===== src/rtl/shifter_stage_pkg.sv =====
// Shared types for the ARM operand-2 shifter stage: shift-type codes,
// FSM state encoding and the prepared-field bundle held between cycles.
package shifter_pkg;

  localparam int SHIFT_W = 32;

  localparam logic [1:0] SH_LSL = 2'b00;
  localparam logic [1:0] SH_LSR = 2'b01;
  localparam logic [1:0] SH_ASR = 2'b10;
  localparam logic [1:0] SH_ROR = 2'b11;

  typedef enum logic [0:0] {
    RUN   = 1'b0,
    REGSH = 1'b1
  } state_e;

  // Barrel-shifter inputs already normalised from the instruction fields,
  // plus the pass-through operands that travel alongside them.
  typedef struct packed {
    logic [3:0]         opcode;
    logic [SHIFT_W-1:0] a;
    logic [SHIFT_W-1:0] rm;
    logic [7:0]         amount;
    logic [1:0]         sh_type;
    logic               c;
    logic               reg_form;
  } shift_fields_t;

endpackage


===== src/rtl/shifter_stage_if.sv =====
// Decoded-field input and ALU-side output bundle of the shifter stage.
// master drives instruction fields and out_ready; slave is the stage.
interface shifter_stage_if;
  import shifter_pkg::*;

  logic               in_valid;
  logic               in_ready;
  logic [3:0]         in_opcode;
  logic [SHIFT_W-1:0] in_a;
  logic [SHIFT_W-1:0] in_rm;
  logic [7:0]         in_rs;
  logic               in_imm_form;
  logic [7:0]         in_imm8;
  logic [3:0]         in_rot;
  logic [1:0]         in_shift_type;
  logic [4:0]         in_shift_imm;
  logic               in_reg_shift;
  logic               in_c;
  logic               out_valid;
  logic               out_ready;
  logic [3:0]         out_opcode;
  logic [SHIFT_W-1:0] out_a;
  logic [SHIFT_W-1:0] out_b;
  logic               out_shifter_carry;

  modport master (
    output in_valid, in_opcode, in_a, in_rm, in_rs, in_imm_form, in_imm8,
           in_rot, in_shift_type, in_shift_imm, in_reg_shift, in_c, out_ready,
    input  in_ready, out_valid, out_opcode, out_a, out_b, out_shifter_carry
  );

  modport slave (
    input  in_valid, in_opcode, in_a, in_rm, in_rs, in_imm_form, in_imm8,
           in_rot, in_shift_type, in_shift_imm, in_reg_shift, in_c, out_ready,
    output in_ready, out_valid, out_opcode, out_a, out_b, out_shifter_carry
  );

endinterface


===== src/rtl/shifter_stage_barrel_shift.sv =====
// Combinational ARM barrel shifter: (rm, amount, type, c, reg_form) -> (b, carry).
// reg_form=0 applies the immediate-shift encodings where an amount of 0 is special.
module barrel_shift
  import shifter_pkg::*;
(
  input  logic [SHIFT_W-1:0] rm,
  input  logic [7:0]         amount,
  input  logic [1:0]         sh_type,
  input  logic               c,
  input  logic               reg_form,
  output logic [SHIFT_W-1:0] b,
  output logic               carry
);

  logic [4:0]  sh5_s;
  logic [32:0] lsl_s;
  logic [32:0] lsr_s;
  logic [32:0] asr_s;
  logic [63:0] ror_s;
  logic        amount_zero_s;
  logic        big_s;
  logic        eq32_s;

  // The extra bit in each wide vector catches the last bit shifted out.
  assign sh5_s  = amount[4:0];
  assign lsl_s  = {1'b0, rm} << sh5_s;
  assign lsr_s  = {rm, 1'b0} >> sh5_s;
  assign asr_s  = $signed({rm, 1'b0}) >>> sh5_s;
  assign ror_s  = {rm, rm} >> sh5_s;
  assign eq32_s = (amount == 8'd32);
  assign big_s  = reg_form && (amount[7:5] != 3'd0);
  assign amount_zero_s = reg_form ? (amount == 8'd0) : (sh5_s == 5'd0);

  // Select result and carry-out for the zero, >=32 and ordinary cases.
  always_comb begin
    b     = rm;
    carry = c;
    if (amount_zero_s) begin
      if (reg_form) begin
        b     = rm;
        carry = c;
      end else begin
        case (sh_type)
          SH_LSL: begin b = rm;             carry = c;      end
          SH_LSR: begin b = 32'h0000_0000;  carry = rm[31]; end
          SH_ASR: begin b = {32{rm[31]}};   carry = rm[31]; end
          SH_ROR: begin b = {c, rm[31:1]};  carry = rm[0];  end
          default: begin b = rm;            carry = c;      end
        endcase
      end
    end else if (big_s) begin
      case (sh_type)
        SH_LSL: begin b = 32'h0000_0000; carry = eq32_s ? rm[0] : 1'b0;  end
        SH_LSR: begin b = 32'h0000_0000; carry = eq32_s ? rm[31] : 1'b0; end
        SH_ASR: begin b = {32{rm[31]}};  carry = rm[31];                 end
        SH_ROR: begin b = ror_s[31:0];   carry = ror_s[31];              end
        default: begin b = rm;           carry = c;                      end
      endcase
    end else begin
      case (sh_type)
        SH_LSL: begin b = lsl_s[31:0]; carry = lsl_s[32]; end
        SH_LSR: begin b = lsr_s[32:1]; carry = lsr_s[0];  end
        SH_ASR: begin b = asr_s[32:1]; carry = asr_s[0];  end
        SH_ROR: begin b = ror_s[31:0]; carry = ror_s[31]; end
        default: begin b = rm;         carry = c;         end
      endcase
    end
  end

endmodule


===== src/rtl/shifter_stage.sv =====
// Registered ARM operand-2 stage feeding the ALU over valid/ready.
// SHIFTER_REGSHIFT_2CYC_EN adds the REGSH cycle for register-specified shifts.
module shifter_stage
  import shifter_pkg::*;
(
  input  logic            clk,
  input  logic            rst_n,
  input  logic            flush,
  shifter_stage_if.slave  bus
);

  state_e             state_r;
  state_e             state_n_s;
  shift_fields_t      hold_r;
  shift_fields_t      in_fields_s;
  shift_fields_t      sel_fields_s;
  logic               in_ready_s;
  logic               accept_s;
  logic               load_s;
  logic               hold_load_s;
  logic [SHIFT_W-1:0] b_s;
  logic               carry_s;
  logic               out_valid_r;
  logic [3:0]         out_opcode_r;
  logic [SHIFT_W-1:0] out_a_r;
  logic [SHIFT_W-1:0] out_b_r;
  logic               out_carry_r;

  assign in_ready_s = (state_r == RUN) && !flush && (!out_valid_r || bus.out_ready);
  assign accept_s   = bus.in_valid && in_ready_s;

  // The rotated immediate is a register-form ROR by 2*rot: an amount of 0 keeps C.
  always_comb begin
    in_fields_s.opcode = bus.in_opcode;
    in_fields_s.a      = bus.in_a;
    in_fields_s.c      = bus.in_c;
    if (bus.in_imm_form) begin
      in_fields_s.rm       = {24'h00_0000, bus.in_imm8};
      in_fields_s.amount   = {3'b000, bus.in_rot, 1'b0};
      in_fields_s.sh_type  = SH_ROR;
      in_fields_s.reg_form = 1'b1;
    end else begin
      in_fields_s.rm       = bus.in_rm;
      in_fields_s.amount   = bus.in_reg_shift ? bus.in_rs : {3'b000, bus.in_shift_imm};
      in_fields_s.sh_type  = bus.in_shift_type;
      in_fields_s.reg_form = bus.in_reg_shift;
    end
  end

  assign sel_fields_s = (state_r == REGSH) ? hold_r : in_fields_s;

  barrel_shift u_barrel_shift (
    .rm       (sel_fields_s.rm),
    .amount   (sel_fields_s.amount),
    .sh_type  (sel_fields_s.sh_type),
    .c        (sel_fields_s.c),
    .reg_form (sel_fields_s.reg_form),
    .b        (b_s),
    .carry    (carry_s)
  );

  // Next-state and load decisions; flush overrides everything.
  always_comb begin
    state_n_s   = state_r;
    load_s      = 1'b0;
    hold_load_s = 1'b0;
    if (flush) begin
      state_n_s = RUN;
    end else begin
      case (state_r)
        RUN: begin
          if (accept_s) begin
`ifdef SHIFTER_REGSHIFT_2CYC_EN
            if (bus.in_reg_shift && !bus.in_imm_form) begin
              hold_load_s = 1'b1;
              state_n_s   = REGSH;
            end else begin
              load_s = 1'b1;
            end
`else
            load_s = 1'b1;
`endif
          end else begin
            state_n_s = RUN;
          end
        end
        REGSH: begin
          load_s    = 1'b1;
          state_n_s = RUN;
        end
        default: begin
          state_n_s = RUN;
        end
      endcase
    end
  end

  // FSM state register.
  always_ff @(posedge clk or negedge rst_n) begin
    if (!rst_n) begin
      state_r <= RUN;
    end else begin
      state_r <= state_n_s;
    end
  end

  // Hold register for the deferred register-shift computation.
  always_ff @(posedge clk or negedge rst_n) begin
    if (!rst_n) begin
      hold_r <= '0;
    end else if (flush) begin
      hold_r <= '0;
    end else if (hold_load_s) begin
      hold_r <= in_fields_s;
    end else begin
      hold_r <= hold_r;
    end
  end

  // Output register: data only changes on a load, so it holds under backpressure.
  always_ff @(posedge clk or negedge rst_n) begin
    if (!rst_n) begin
      out_valid_r  <= 1'b0;
      out_opcode_r <= 4'h0;
      out_a_r      <= 32'h0000_0000;
      out_b_r      <= 32'h0000_0000;
      out_carry_r  <= 1'b0;
    end else if (flush) begin
      out_valid_r <= 1'b0;
    end else if (load_s) begin
      out_valid_r  <= 1'b1;
      out_opcode_r <= sel_fields_s.opcode;
      out_a_r      <= sel_fields_s.a;
      out_b_r      <= b_s;
      out_carry_r  <= carry_s;
    end else if (out_valid_r && bus.out_ready) begin
      out_valid_r <= 1'b0;
    end else begin
      out_valid_r <= out_valid_r;
    end
  end

  assign bus.in_ready          = in_ready_s;
  assign bus.out_valid         = out_valid_r;
  assign bus.out_opcode        = out_opcode_r;
  assign bus.out_a             = out_a_r;
  assign bus.out_b             = out_b_r;
  assign bus.out_shifter_carry = out_carry_r;

endmodule

===== src/flat_wrapper.sv =====
// flat-port wrapper written by rule: the top's interface ports become plain ports
module shifter_stage_flat import shifter_pkg::*;
  (clk, rst_n, flush, bus_in_valid, bus_in_opcode, bus_in_a, bus_in_rm, bus_in_rs, bus_in_imm_form, bus_in_imm8, bus_in_rot, bus_in_shift_type, bus_in_shift_imm, bus_in_reg_shift, bus_in_c, bus_out_ready, bus_in_ready, bus_out_valid, bus_out_opcode, bus_out_a, bus_out_b, bus_out_shifter_carry);
  shifter_stage_if bus_i ();
  input  logic clk;
  input  logic rst_n;
  input  logic flush;
  input wire logic [$bits(bus_i.in_valid)-1:0] bus_in_valid;
  input wire logic [$bits(bus_i.in_opcode)-1:0] bus_in_opcode;
  input wire logic [$bits(bus_i.in_a)-1:0] bus_in_a;
  input wire logic [$bits(bus_i.in_rm)-1:0] bus_in_rm;
  input wire logic [$bits(bus_i.in_rs)-1:0] bus_in_rs;
  input wire logic [$bits(bus_i.in_imm_form)-1:0] bus_in_imm_form;
  input wire logic [$bits(bus_i.in_imm8)-1:0] bus_in_imm8;
  input wire logic [$bits(bus_i.in_rot)-1:0] bus_in_rot;
  input wire logic [$bits(bus_i.in_shift_type)-1:0] bus_in_shift_type;
  input wire logic [$bits(bus_i.in_shift_imm)-1:0] bus_in_shift_imm;
  input wire logic [$bits(bus_i.in_reg_shift)-1:0] bus_in_reg_shift;
  input wire logic [$bits(bus_i.in_c)-1:0] bus_in_c;
  input wire logic [$bits(bus_i.out_ready)-1:0] bus_out_ready;
  output wire logic [$bits(bus_i.in_ready)-1:0] bus_in_ready;
  output wire logic [$bits(bus_i.out_valid)-1:0] bus_out_valid;
  output wire logic [$bits(bus_i.out_opcode)-1:0] bus_out_opcode;
  output wire logic [$bits(bus_i.out_a)-1:0] bus_out_a;
  output wire logic [$bits(bus_i.out_b)-1:0] bus_out_b;
  output wire logic [$bits(bus_i.out_shifter_carry)-1:0] bus_out_shifter_carry;
  assign bus_i.in_valid = bus_in_valid;
  assign bus_i.in_opcode = bus_in_opcode;
  assign bus_i.in_a = bus_in_a;
  assign bus_i.in_rm = bus_in_rm;
  assign bus_i.in_rs = bus_in_rs;
  assign bus_i.in_imm_form = bus_in_imm_form;
  assign bus_i.in_imm8 = bus_in_imm8;
  assign bus_i.in_rot = bus_in_rot;
  assign bus_i.in_shift_type = bus_in_shift_type;
  assign bus_i.in_shift_imm = bus_in_shift_imm;
  assign bus_i.in_reg_shift = bus_in_reg_shift;
  assign bus_i.in_c = bus_in_c;
  assign bus_i.out_ready = bus_out_ready;
  assign bus_in_ready = bus_i.in_ready;
  assign bus_out_valid = bus_i.out_valid;
  assign bus_out_opcode = bus_i.out_opcode;
  assign bus_out_a = bus_i.out_a;
  assign bus_out_b = bus_i.out_b;
  assign bus_out_shifter_carry = bus_i.out_shifter_carry;
  shifter_stage u_core (.clk(clk), .rst_n(rst_n), .flush(flush), .bus(bus_i));
endmodule

===== config.mk =====
export PLATFORM = sky130hd
export DESIGN_NAME = shifter_stage_flat
export DESIGN_NICKNAME = d
export VERILOG_FILES = /design/src/rtl/shifter_stage_pkg.sv /design/src/rtl/shifter_stage_if.sv /design/src/rtl/shifter_stage_barrel_shift.sv /design/src/rtl/shifter_stage.sv /design/src/flat_wrapper.sv
export SDC_FILE = /design/constraint.sdc
export NUM_CORES = 1
export LEC_CHECK = 0
export ABC_AREA = 1
export CORE_ASPECT_RATIO = 1.2
export CORE_MARGIN = 8
export CORE_UTILIZATION = 35
export DETAILED_ROUTE_END_ITERATION = 8
export PLACE_DENSITY = 0.57
export SLEW_MARGIN = 20
export SYNTH_ARGS = -nofsm -noshare
export SYNTH_HDL_FRONTEND = slang
export SYNTH_HIERARCHICAL = 1
export SYNTH_SLANG_ARGS = --single-unit

===== constraint.sdc =====
create_clock -name clk -period 1.4 [get_ports clk]
set_input_delay 0.14 -clock clk [delete_from_list [all_inputs] [get_ports clk]]
set_output_delay 0.14 -clock clk [all_outputs]
set_load 0.01 [all_outputs]

==> impl_results.md <==
- Status: finished, violations left
- Violated checks: negative setup slack
- CTS root buf: clkbuf_16
- Post-synthesis cell area: 9330 sq um
- Max Clock Skew: 4.24 ps
- Fillers: 2,235
- Drt pass-1 iters: 6
- Yosys cell types: 43
- NetSw: 6.56 mW
- Syn nets: 1,826
- PnR worst setup slack: -986 ps
- Pint: 8.05 mW
- Max Clock Freq: 419 MHz
- WL/cell: 24.2 um
- Crit path required time: 1610 ps
- DR vias: 14,900
- Fin. max-slew vios: 0
- Sequential share of the synthesized area: 18.8%
- Mean Syn Cell Area: 5.42 sq um
- Most common cell type on the critical path: nand2_1
- CTS tree: built
- Clk pwr share: 16.8%
- DRC: 0
- Post-synth ARST share: 100%
- CTS Buf Count: 9
- Power Density: 812 nW/um^2
- Die ar.: 32,100 sq um
- Vias in the first global route: 14,300
- Hold crit path type: input port to flip-flop
- Fin util: 68.5%
- Clk sinks: 70
- Logic pwr share: 65.2%
- Port Buffers: 173
- Ports: 174
- Max stage delay on crit path: 220 ps
- Flop pwr share: 17.9%
- Placer Congestion: 1.03
- Minimum clock period: 2390 ps
- Cell with the most instances after synthesis: nand2_1
- Synth top area cells: nand2_1, dfrtp_1, nand3_1, nand4_1, inv_1
- Synth top area share: 29.6%
- Post-DP HPWL: 42.1 mm
- Clk_lat worst skew: 330 ps
- Total grt overflow: 0
- Row cnt: 65
- Share of cells above drive strength 1: 43.7%
- Initial core utilization: 35.5%
- Crit path DAT: 2600 ps
- Area growth syn-to-layout: 92.9%
- Worst hold slack: 108 ps
- CTS Buffer Depth: 2
- Crit path max-delay cell type: nand3_2
- List of most frequent post-synthesis cells: nand2_1, nand3_1, inv_1
- Drt first-iter violations: 1,492
- Worst path cell trace: buf_12, nor2_4, buf_6, nand2_2, nand3_4, buf_12, buf_12, buf_12, nand3_2, nand3_4, nand3_1, nand2_2, nor2_2, o21ai_2, nand2_1, nand2_1, nand2_1, nand2_1, nand2_1, nand4_1, nand2_1
- Worst vdd ir: 0.000606 V
- Routed WL: 60.5 mm
- Crit Path Category: input port to flip-flop
- H-tree depth: 3
- Kind of cell adding the most delay to the critical path: simple AND/OR/NAND/NOR gates
- Die height: 195 um
- Number of flops mapped to enable cells by yosys: 0
- Critical Path Source Type: input port
- Die width: 165 um
- Final hold vios: 0
- Syn Inst Count: 1,719
- Sw Share: 44.9%
- Worst-path clk slew: 60 ps
- Worst slew pin tran: 410 ps
- Synth Register Bits: 70
- Finish-stage setup viols: 33
- Period utilization: 170%
- Max_slew headroom: 72.6%
- Max cap viols: 0
- Largest net degree at the start of global routing: 71
- Synth warn: 6
- Total GRT Usage: 34.2%
- Antenna-violating nets left: 0
- Vias/cell: 5.95
- Post-synth top flop: dfrtp_1
- Final net count: 2,267
- Placeable Area: 26,300 sq um
- Synth area leader: nand2_1
- First-pass GRT wire length: 84.7 mm
- Buf/Inv on CP: 5
- Critical Path Fanout Max: 8
- Initial antenna violation count: 1
- RSZ-0062 raised after global routing: true
- Setup crit end kind: flip-flop
- Total leakage power: 9.19 nW
## power by group through the flow
stage	clock, mW	combinational, mW	sequential [mW]
after floorplan	0	3.21	2.83
after global placement	0	7.01	2.64
after detailed placement	0	7.01	2.66
after CTS	2.51	8.46	2.63
after global routing	2.60	10.0	2.66
final	2.46	9.54	2.62
## final cells by class
class                      instances  area [sq um]  share of cell area [%]
antenna                            1          2.50                  0.0139
clock buffer                      10           239                    1.33
clock inverter                     6          85.1                   0.473
inverter                         112           472                    2.62
multi-input combinational       1411          9370                    52.1
sequential                        70          1750                    9.74
tap                              335           419                    2.33
timing repair buffer             554          5620                    31.2
timing repair inverter             2          36.3                   0.202
## cell usage in the layout (no fill, tap or decap), drive strengths merged, types with 6 or more instances in the layout
| cell type | synthesis | final |
|---|---|---|
| o21ai | 90 | 90 |
| nand4 | 75 | 75 |
| nand2 | 761 | 761 |
| and2 | 11 | 11 |
| nand3 | 256 | 256 |
| mux2i | 7 | 7 |
| dlygate4sd2 | 0 | 25 |
| o211ai | 13 | 13 |
| dfrtp | 70 | 70 |
| or2 | 6 | 6 |
| clkbuf | 40 | 10 |
| o221ai | 30 | 30 |
| buf | 86 | 380 |
| dlymetal6s2s | 0 | 27 |
| clkdlybuf4s50 | 0 | 115 |
| nor2 | 82 | 82 |
| inv | 111 | 111 |
| a21oi | 64 | 64 |
## routing by layer
metal  wire length, um  share of wire [%]  track usage, %  vias up
li1                  -                  -               -     6592
met1             22400                 37            39.6     6932
met2             27100                 45            55.2     1059
met3              5610                9.3            6.09      310
met4              5350                8.9            25.1        0
met5                 0                  0               0        -
## worst min-delay path, cell delays in order
cell and delay, ps:
buf_2 130, inv_1 60, a21oi_1 60
## cell families (layout without fill, tap and decap cells)
logic type                 count (synthesis)  count (layout)  share of synthesized area [%]
AOI/OAI and AO/OA                        206             206                           13.2
adders and majority gates                  4               4                          0.537
buffers and inverters                    238             684                           11.5
DFF                                       70              70                           18.8
muxes                                      7               7                          0.751
other                                      0               1                              0
and+or+nand+nor                         1194            1194                           55.3
## final timing paths
kind,start,end,slack [ps],cells after the start
min,bus_in_valid,u_core/bus.out_valid$_DFFE_PN0P_,110,3
max in group asynchronous,rst_n,u_core/bus.out_b[3]$_DFFE_PN0P_,690,3
min reg2reg,u_core/bus.out_b[16]$_DFFE_PN0P_,u_core/bus.out_b[16]$_DFFE_PN0P_,460,2
max,bus_in_imm_form,u_core/bus.out_b[8]$_DFFE_PN0P_,-990,21
min in group asynchronous,rst_n,u_core/bus.out_a[5]$_DFFE_PN0P_,390,3
max reg2reg,u_core/bus.out_valid$_DFFE_PN0P_,u_core/bus.out_a[24]$_DFFE_PN0P_,160,4
## metrics by stage
| step | cell area [sq um] | worst slack, ps | instances | setup TNS [ps] | power (mW) |
|---|---|---|---|---|---|
| floorplan | 9450 | -573 | 1719 | -17820 | 6.04 |
| global placement | 13400 | -1760 | 2389 | -53280 | 9.66 |
| detailed placement | 13400 | -1740 | 2389 | -53050 | 9.67 |
| CTS | 16600 | -744 | 2481 | -21680 | 13.6 |
| global route | 18000 | -1070 | 2500 | -32230 | 15.3 |
| finish | 18000 | -986 | 2501 | -28050 | 14.6 |
## flip-flops by register name, indices dropped and copies added (netlist names)
name and flops:
u_core/bus.out_b 32, u_core/bus.out_valid 1, u_core/bus.out_opcode 4, u_core/bus.out_shifter_carry 1, u_core/bus.out_a 32
## repair_timing
item	4_1_cts	5_1_grt
endpoints found under the hold margin	70	0
cloned	15	0
hold buffers	1	0
buffers inserted	62	22
gates resized for setup	524	296
pin swaps	141	104
endpoints found under the setup margin	51	60
Note: power is estimated with default switching activity, not from simulation.
